<file path="config.mk">
export PLATFORM = sky130hd
export DESIGN_NAME = mix_columns_iter
export DESIGN_NICKNAME = d
export VERILOG_FILES = /design/src/rtl/aes_pkg.sv /design/src/rtl/mix_column_unit.sv /design/src/rtl/mix_columns_iter.sv
export SDC_FILE = /design/constraint.sdc
export NUM_CORES = 1
export LEC_CHECK = 0
export BUFFER_PORTS_ARGS = -buffer_cell sky130_fd_sc_hd__buf_2
export CORE_ASPECT_RATIO = 0.7
export CORE_MARGIN = 5
export CORE_UTILIZATION = 35
export CTS_CLUSTER_SIZE = 20
export DETAILED_ROUTE_END_ITERATION = 6
export GPL_ROUTABILITY_DRIVEN = 1
export GPL_TIMING_DRIVEN = 0
export PLACE_DENSITY = 0.69
export SLEW_MARGIN = 20
export SYNTH_ARGS = -nofsm -noshare
export SYNTH_HDL_FRONTEND = slang
export SYNTH_SLANG_ARGS = --single-unit
</file>
<file path="constraint.sdc">
create_clock -name clk -period 3.7 [get_ports clk]
set_clock_uncertainty 0.1 [all_clocks]
set_input_delay 0.37 -clock clk [delete_from_list [all_inputs] [get_ports clk]]
set_output_delay 0.37 -clock clk [all_outputs]
set_load 0.01 [all_outputs]
</file>
<file path="src/rtl/aes_pkg.sv">
// AES shared helpers: GF(2^8) arithmetic, MixColumns coefficients, iterator FSM states.
// Purely combinational functions; no latency, no backpressure.
package aes_pkg;

    typedef enum logic [1:0] {
        IDLE = 2'd0,
        BUSY = 2'd1,
        DONE = 2'd2
    } mc_state_e;

    // Circulant first rows, MSB byte is the diagonal coefficient.
    localparam logic [31:0] MC_FWD_COEF = 32'h02_03_01_01;
    localparam logic [31:0] MC_INV_COEF = 32'h0e_0b_0d_09;

    localparam logic [7:0] AES_POLY_LOW = 8'h1b;

    function automatic logic [7:0] xtime(input logic [7:0] a);
        return {a[6:0], 1'b0} ^ (a[7] ? AES_POLY_LOW : 8'h00);
    endfunction

    function automatic logic [7:0] gf_mul(input logic [7:0] a, input logic [7:0] b);
        logic [7:0] p;
        logic [7:0] t;
        p = 8'h00;
        t = a;
        for (int i = 0; i < 8; i++) begin
            if (b[i]) begin
                p = p ^ t;
            end
            t = xtime(t);
        end
        return p;
    endfunction

    // Coefficient at circulant distance d (0..3) from the diagonal.
    function automatic logic [7:0] mc_coef(input logic inv, input logic [1:0] d);
        logic [31:0] row;
        row = inv ? MC_INV_COEF : MC_FWD_COEF;
        return row[{~d, 3'b000} +: 8];
    endfunction

endpackage

</file>
<file path="src/rtl/mix_column_unit.sv">
// One 32-bit AES column through MixColumns (inv_i=0) or InvMixColumns (inv_i=1).
// Combinational, zero latency, no backpressure.
module mix_column_unit
    import aes_pkg::*;
(
    input  logic [31:0] col_i,
    input  logic        inv_i,
    output logic [31:0] col_o
);

    logic [7:0] a [4];
    logic [7:0] b [4];

    always_comb begin
        for (int j = 0; j < 4; j++) begin
            a[j] = col_i[8*(3-j) +: 8];
        end
    end

    // Row r output = XOR over j of coef[(j - r) mod 4] * a[j]; row 0 is the MSB byte.
    always_comb begin
        for (int r = 0; r < 4; r++) begin
            b[r] = 8'h00;
            for (int j = 0; j < 4; j++) begin
                b[r] = b[r] ^ gf_mul(mc_coef(inv_i, 2'(j - r)), a[j]);
            end
        end
    end

    assign col_o = {b[0], b[1], b[2], b[3]};

endmodule

</file>
<file path="src/rtl/mix_columns_iter.sv">
// Iterative AES (Inv)MixColumns: COLS_PER_CYCLE columns per clock, result after 4/COLS_PER_CYCLE cycles;
// result held in DONE until out_ready. Optional bypass port when AES_MIXCOL_BYPASS_EN is defined.
module mix_columns_iter
    import aes_pkg::*;
#(
    parameter int COLS_PER_CYCLE = 1
) (
    input  logic         clk,
    input  logic         rst_n,
    input  logic         in_valid,
    output logic         in_ready,
    input  logic [127:0] input_s,
    input  logic         inv,
`ifdef AES_MIXCOL_BYPASS_EN
    input  logic         bypass,
`endif
    output logic         out_valid,
    input  logic         out_ready,
    output logic [127:0] output_s
);

    localparam int          STEPS    = 4 / COLS_PER_CYCLE;
    localparam logic [1:0]  LAST_COL = 2'(STEPS - 1);

    mc_state_e    state_q;
    logic [1:0]   col_q;
    logic [127:0] data_q;
    logic [127:0] data_d;
    logic         inv_q;
    logic         byp_q;
    logic         out_valid_q;
    logic         byp_in;
    logic         accept;

`ifdef AES_MIXCOL_BYPASS_EN
    assign byp_in = bypass;
`else
    assign byp_in = 1'b0;
`endif

    assign in_ready  = (state_q == IDLE) || ((state_q == DONE) && out_ready);
    assign accept    = in_valid && in_ready;
    assign out_valid = out_valid_q;
    assign output_s  = data_q;

    logic [1:0]  col_idx  [COLS_PER_CYCLE];
    logic [31:0] unit_in  [COLS_PER_CYCLE];
    logic [31:0] unit_out [COLS_PER_CYCLE];

    // Column c lives at bits [127-32c -: 32], i.e. base offset 32*(3-c) = {~c, 5'b0}.
    for (genvar g = 0; g < COLS_PER_CYCLE; g++) begin : g_unit
        assign col_idx[g] = 2'(int'(col_q) * COLS_PER_CYCLE + g);
        assign unit_in[g] = data_q[{~col_idx[g], 5'b00000} +: 32];

        mix_column_unit u_col (
            .col_i (unit_in[g]),
            .inv_i (inv_q),
            .col_o (unit_out[g])
        );
    end

    always_comb begin
        data_d = data_q;
        for (int g = 0; g < COLS_PER_CYCLE; g++) begin
            data_d[{~col_idx[g], 5'b00000} +: 32] = byp_q ? unit_in[g] : unit_out[g];
        end
    end

    always_ff @(posedge clk or negedge rst_n) begin
        if (!rst_n) begin
            state_q     <= IDLE;
            col_q       <= 2'd0;
            data_q      <= '0;
            inv_q       <= 1'b0;
            byp_q       <= 1'b0;
            out_valid_q <= 1'b0;
        end else begin
            unique case (state_q)
                IDLE: begin
                    if (accept) begin
                        data_q  <= input_s;
                        inv_q   <= inv;
                        byp_q   <= byp_in;
                        col_q   <= 2'd0;
                        state_q <= BUSY;
                    end
                end
                BUSY: begin
                    data_q <= data_d;
                    if (col_q == LAST_COL) begin
                        col_q       <= 2'd0;
                        out_valid_q <= 1'b1;
                        state_q     <= DONE;
                    end else begin
                        col_q <= 2'(col_q + 2'd1);
                    end
                end
                DONE: begin
                    if (out_ready) begin
                        out_valid_q <= 1'b0;
                        if (in_valid) begin
                            data_q  <= input_s;
                            inv_q   <= inv;
                            byp_q   <= byp_in;
                            col_q   <= 2'd0;
                            state_q <= BUSY;
                        end else begin
                            state_q <= IDLE;
                        end
                    end
                end
                default: begin
                    state_q     <= IDLE;
                    col_q       <= 2'd0;
                    out_valid_q <= 1'b0;
                end
            endcase
        end
    end

endmodule

</file>
### Word-level counts from Yosys, hierarchy flattened

Index checks and enable logic that the tools add are counted.

| word-level totals | value |
|---|---|
| output and inout bits | 130 |
| input bits | 133 |
| flip-flop bits (word level) | 135 |

| cells by class | value |
|---|---|
| eq/ne operators | 7 |
| mux-type cells | 184 |
| bitwise gates (word level) | 154 |
| shifts and indexed selects | 3 |
| reduce and logical (&&, ||, !) cells | 11 |
| add/subtract/negate cells | 2 |

Operators with widths:

| cell | count |
|---|---|
| $xor A8 B8 Y8 | 151 |
| $mux W8 | 127 |
| $mux W128 | 3 |
| $pmux W128 S3 | 1 |
| $mux W5 | 28 |
| $bwmux W128 | 1 |
| $shift A32 B9 Y128 const A | 1 |
| $shiftx A128 B8 Y32 | 1 |
| $shiftx A32 B9 Y128 | 1 |
| $mux W32 | 1 |
| $mux W28 | 1 |
| $mux W2 | 7 |
| $pmux W2 S3 | 2 |
| $mux W1 | 9 |
| $neg A7 Y9 | 1 |
| $reduce_and A3 Y1 | 3 |
| $ne A2 B2 Y1 const B | 4 |
| $reduce_and A4 Y1 | 2 |
| $xor A8 B5 Y8 | 1 |
| $eq A2 B2 Y1 const B | 2 |
| $mux W4 | 1 |
| $pmux W1 S2 | 2 |
| $pmux W1 S3 | 1 |
| $reduce_bool A3 Y1 | 1 |
| 8 further kinds | 9 |

### Depth between registers and ports, before layout

| logic depth | value |
|---|---|
| word-level depth | 24 |
| gate-level depth with buffers | 14 |
| depth with buffers taken out | 10 |

### Cells and area by module

A second synthesis with hierarchy kept.

| unflattened totals | value |
|---|---|
| cells, all modules | 1052 |
| area, all modules | 11280.8 µm² |

Modules (own cells, without submodules):

| module | times used | seq. area each (µm²) | area each (µm²) | cells an instance |
|---|---|---|---|---|
| mix_columns_iter | 1 | 3353.2 | 8020.2 | 664 |
| mix_column_unit | 1 | 0.0 | 3260.6 | 388 |

### Least setup slack after synthesis

OpenSTA, ideal clock, no wires.

| path | value |
|---|---|
| kind | reg-to-reg |
| start | register col_q[0] |
| end | register data_q[52] (netlist: output_s[52]) |
| arrival time | 2985 ps |
| path buffers | 3 |
| library setup time | 133 ps |
| data required time | 3467 ps |
| slack | 482 ps |
| stages on the path, launching flop included | 13 |
| path through | dfrtp_1 -> buf_6 -> buf_4 -> mux4_2 -> buf_2 -> ha_1 -> xnor2_1 -> xnor2_1 -> xnor2_1 -> xnor2_2 -> xnor3_1 -> xnor2_2 -> o22ai_1 |

| on the way | value |
|---|---|
| longest elaborated chain between the ends | 24 |

RTL lines:

| what | line | text |
|---|---|---|
| from (decl) | mix_columns_iter.sv:26 | `logic [1:0] col_q;` |
| from (signal assigned) | mix_columns_iter.sv:95 | `col_q <= 2'(col_q + 2'd1);` |
| $not A2 Y2 (*) | mix_columns_iter.sv:53, mix_columns_iter.sv:65 |  |
| $shiftx A128 B8 Y32 | mix_columns_iter.sv:53 | `assign unit_in[g] = data_q[{~col_idx[g], 5'b00000} +: 32];` |
| $mux W8 or $mux W4 (tied branches) | aes_pkg.sv:27 | `if (b[i]) begin` |
| $xor A8 B8 Y8 | aes_pkg.sv:28 | `p = p ^ t;` |
| $mux W8 | aes_pkg.sv:27 |  |
| $xor A8 B8 Y8 | aes_pkg.sv:28 |  |
| $mux W8 | aes_pkg.sv:27 |  |
| $xor A8 B8 Y8 | aes_pkg.sv:28 |  |
| [... 6 more ...] | - |  |
| $mux W8 | aes_pkg.sv:27 |  |
| $xor A8 B8 Y8 | aes_pkg.sv:28 |  |
| $mux W8 | aes_pkg.sv:27 |  |
| $xor A8 B8 Y8 (3 in series) | mix_column_unit.sv:25 | `b[r] = b[r] ^ gf_mul(mc_coef(inv_i, 2'(j - r)), a[j]);` |
| $mux W32 | mix_columns_iter.sv:65 | `data_d[{~col_idx[g], 5'b00000} +: 32] = byp_q ? unit_in[g] : unit_out[g];` |
| $shiftx A32 B9 Y128 | mix_columns_iter.sv:65 |  |
| $bwmux W128 (*) | mix_columns_iter.sv:65 |  |
| $pmux W128 S3 (*) | mix_columns_iter.sv:78 | `unique case (state_q)` |
| to (signal assigned) | mix_columns_iter.sv:81 | `data_q <= input_s;` |
| to (signal assigned) | mix_columns_iter.sv:89 | `data_q <= data_d;` |
| to (signal assigned) | mix_columns_iter.sv:102 | `data_q <= input_s;` |
| to (decl) | mix_columns_iter.sv:27 | `logic [127:0] data_q;` |

Every way passes the cells marked *; elsewhere a longest branch is shown, timed or not.
A chain may end at the register's enable or synchronous reset.

### Final worst setup path

| path | value |
|---|---|
| start | register col_q[1] |
| end | register data_q[17] (netlist: output_s[17]) |

Same word-level chain as after synthesis.

==> impl.org <==
** Floorplanning
- Number of I/O pins :: 263
- The floorplan step set the die width to 214 um.
- The core region is 0.0288 mm^2.
- Number of placement rows :: 52
- In this run the vertical extent of the chip is 153 um.
- The die covers 0.0326 mm^2.
- The initial utilization of the core area, before any placement, comes to 35.3%.

** GRT
- Vias in the first global route :: 10189
- Entering global routing, the biggest net connects 82 pins.
- The first global-routing pass estimated 63900 um of wire.
- Global-route usage over all layers :: 26.0%
- The number of antenna violations at the first check in global routing came to 2.
- Remaining global-route overflow :: 0

** Yosys
- Summing the sequential cell areas from Yosys gives 33.0% of the chip area.
- Synthesis handed over a netlist of 1031 instances.
- Number of flip-flops and latches in the synthesized netlist :: 134
- The netlist uses 43 different library cells.
- For this run, the leading register cell type out of synthesis is dfrtp_1.
- The Yosys step of the flow raised 0 warnings.
- Counting flops with an async set or reset pin after synthesis yields a share of 100%.
- Post-synthesis instance area :: 0.0102 mm^2
- EDFF count, synth :: 0
- After synthesis, the mean cell area works out to 9.86 um^2.
- Synthesized Nets :: 1194

** STA
- Final Hold Fails :: 0
- Tightest Pin Transition :: 1.06 ns
- In the post-route analysis, the smallest setup slack over all paths is 0.0438 ns.
- The final count of pins violating max slew was 0.
- The worst path uses 98.8% of the clock period.
- After layout, the minimum clock period comes to 3.66 ns.
- Max Clock Freq :: 274 MHz
- The worst pin sits at a relative slew slack of 29.6%.
- In the final timing run, aggregate negative setup slack is 0 ns.
- Setup repair after global routing missed its margin :: true
- Setup violations remaining at the end of the flow were counted as 0.

** Placement
- Pre-CTS setup slack :: -0.461 ns
- Final weighted congestion in routability-driven placement :: 0.991
- Placed wire-length estimate after detailed placement :: 32900 um
- # port buffers :: 262
- Post-DP Area :: 0.0120 mm^2

** Layout
- At the end of the flow, the number of nets in the layout was 1479.
- Cells with a size suffix above 1 make up 30.0% of the layout.
- Leading cell type in the layout, fill and taps excluded :: buf_2
- Area taken by flip-flops and latches :: 0.00336 mm^2
- Fill cells in the final layout number 2807.
- Final core utilization :: 44.4%
- From synthesis to final layout, the design area changed by 25.7%.
- Once layout is done, the placed cells without fillers occupy 0.0128 mm^2.
- The multi-input combinational cells in the finished layout cover a total of 0.00646 mm^2.
- Top library cells by usage in the layout, fill and taps aside :: buf_2 (274), dfrtp_1 (132), xnor2_1 (131)

** Worst setup path
- The critical path is of the reg -> reg type.
- CP max stage delay :: 0.65 ns
- Worst R2R Setup Slack :: 0.04 ns
- The endpoint identified for the worst register-to-register timing path is output_s[17].
- STA puts the critical path data arrival time at 3.84 ns.
- Element type at the critical path end :: flop
- Critical path peak fanout :: 10
- On the critical path the largest part of the delay comes from XOR/XNOR gates.
- By instance count, the cell type seen most on the critical path is xnor2_1.
- The slowest stage of the critical path is the xnor2_1 cell.
- Data required time at the worst endpoint :: 3.89 ns
- Counting both buffers and inverters, the worst setup path holds a total of 5.
- STA classifies the critical path startpoint as a flop.
- The number of cells on the worst reg-to-reg path is 12.
- Launching point of the worst reg2reg path :: col_q[1]
- The signal on the critical path passes through buf_6 -> buf_6 -> buf_8 -> mux4_2 -> buf_2 -> inv_1 -> ha_1 -> mux2_2 -> xnor2_1 -> xnor2_1 -> xnor2_1 -> o22ai_1.

** Clocking
- The cell sitting at the root of the clock tree is a clkbuf_16.
- Clock network latency to the later pin of the worst-skew pair :: 0.44 ns
- The H-tree generated during clock tree synthesis spans 4 levels.
- The clock passes through at most 2 buffers.
- CTS tree :: done
- Clock buffers created by TritonCTS :: 17
- Sinks on Clock Net :: 134
- Clock slew at reported path FFs :: 0.06 ns

** Route
- Dividing the detail-routed via count by the number of cells gives 5.85.
- Drt total wl :: 43700 um
- Dividing the detail-routed wire length by the instance count gives 25.6 um.
- The detail route stage leaves a number of antenna-violating nets equal to 0.
- For this run, design rule violations remaining after detail routing come to 0.
- Initial DRC count :: 1118
- The detailed router placed 9993 vias in this run.
- Total iterations of the first detailed-routing run :: 5

** Hold path
- The worst hold path begins at inv.
- The worst hold path belongs to the class in -> reg.
- WHS Endpoint :: inv_q
- Counting instances, the worst hold path has a depth of 3.

** Flow run
- Max-cap violation count :: 0

** Status
- The run finished with clean final reports.
==> cells by family (layout without fill, tap and decap cells) <==
| logic type | Yosys count | in the layout | share of synthesized area (%) |
|---|---|---|---|
| AOI/OAI and AO/OA | 310 | 310 | 17.7 |
| xor gates and xnor gates | 224 | 224 | 23.2 |
| adders and majority gates | 30 | 30 | 3.69 |
| buffers and inverters | 106 | 403 | 4.75 |
| DFF | 134 | 134 | 33.0 |
| muxes | 63 | 63 | 10.9 |
| other | 0 | 2 | 0 |
| and+or+nand+nor | 164 | 164 | 6.75 |
==> registers in the layout (all words and copies together) (netlist names) <==
name / count
output_s: 128
inv_q: 1
out_valid: 1
state_q: 2
col_q: 2
==> what timing repair did <==
action                     in CTS  in global routing
hold endpoints to repair       53                  0
resized for setup              21                 19
buffers inserted                1                  1
pin swaps                       2                  3
hold buffers                    1                  0
gates cloned                    0                  0
setup endpoints to repair     104                 80
==> layer usage <==
layer | up-vias | track usage [%] | share of wire, %
met1 | 4906 | 35.6 | 39
met2 | 774 | 39.1 | 45
met3 | 122 | 6.79 | 11
met4 | 0 | 10.6 | 4.5
li1 | 4191 | - | -
met5 | - | 0 | 0
==> layout make-up <==
type	count	share of cell area [%]
timing repair buffer	266	10.8
sequential	134	26.3
antenna	2	0.0392
inverter	24	0.705
buffer	82	3.42
multi-input combinational	791	50.6
clock inverter	13	1.15
clock buffer	18	3.36
tap	378	3.70
==> cell usage after synthesis, types with 8 or more instances <==
library cell  count  share of area (%)
a21oi_1         128                6.3
a221oi_1          8               0.69
a2bb2oi_1         8               0.69
and3_1            9               0.55
buf_2            14               0.69
buf_4             8               0.59
clkbuf_1         53                2.0
dfrtp_1         134                 33
ha_1             30                3.7
inv_1            24               0.89
mux2i_1          23                2.3
mux4_2           34                7.5
nand2_1          45                1.7
nor2_1           92                3.4
o21a_1           40                3.0
o21ai_0          56                2.8
o22ai_1          64                3.9
xnor2_1         142                 12
xnor3_1          16                3.5
xor2_1           49                4.2
==> worst min-delay path: cells and delay by family <==
kind | cells | cell delay (ns)
AOI/OAI and AO/OA | 1 | 0.05
buffers and inverters | 1 | 0.09
and+or+nand+nor | 1 | 0.04
==> stage by stage <==
step	std cells	hold WS, ns
after floorplan	1031	-0.0256
after global placement	1671	0.382
after detailed placement	1672	0.222
after CTS	1705	0.0724
after global routing	1707	0.0841
final	1708	0.0533
==> worst max-delay path by stage <==
stage	from	endpoint	slack, ns	cells after the start
after detailed placement	inv_q	output_s[23]	-0.46	8
after CTS	col_q[0]	output_s[84]	0.002	12
final	col_q[1]	output_s[17]	0.04	12
after global placement	inv_q	output_s[67]	-0.39	8
after floorplan	col_q[0]	output_s[52]	0.48	12
after global routing	col_q[0]	output_s[120]	-0.005	12
Power is left out: the tool's default activity adds up to more than one toggle a clock period on the data nets, which glitch-free logic cannot reach.
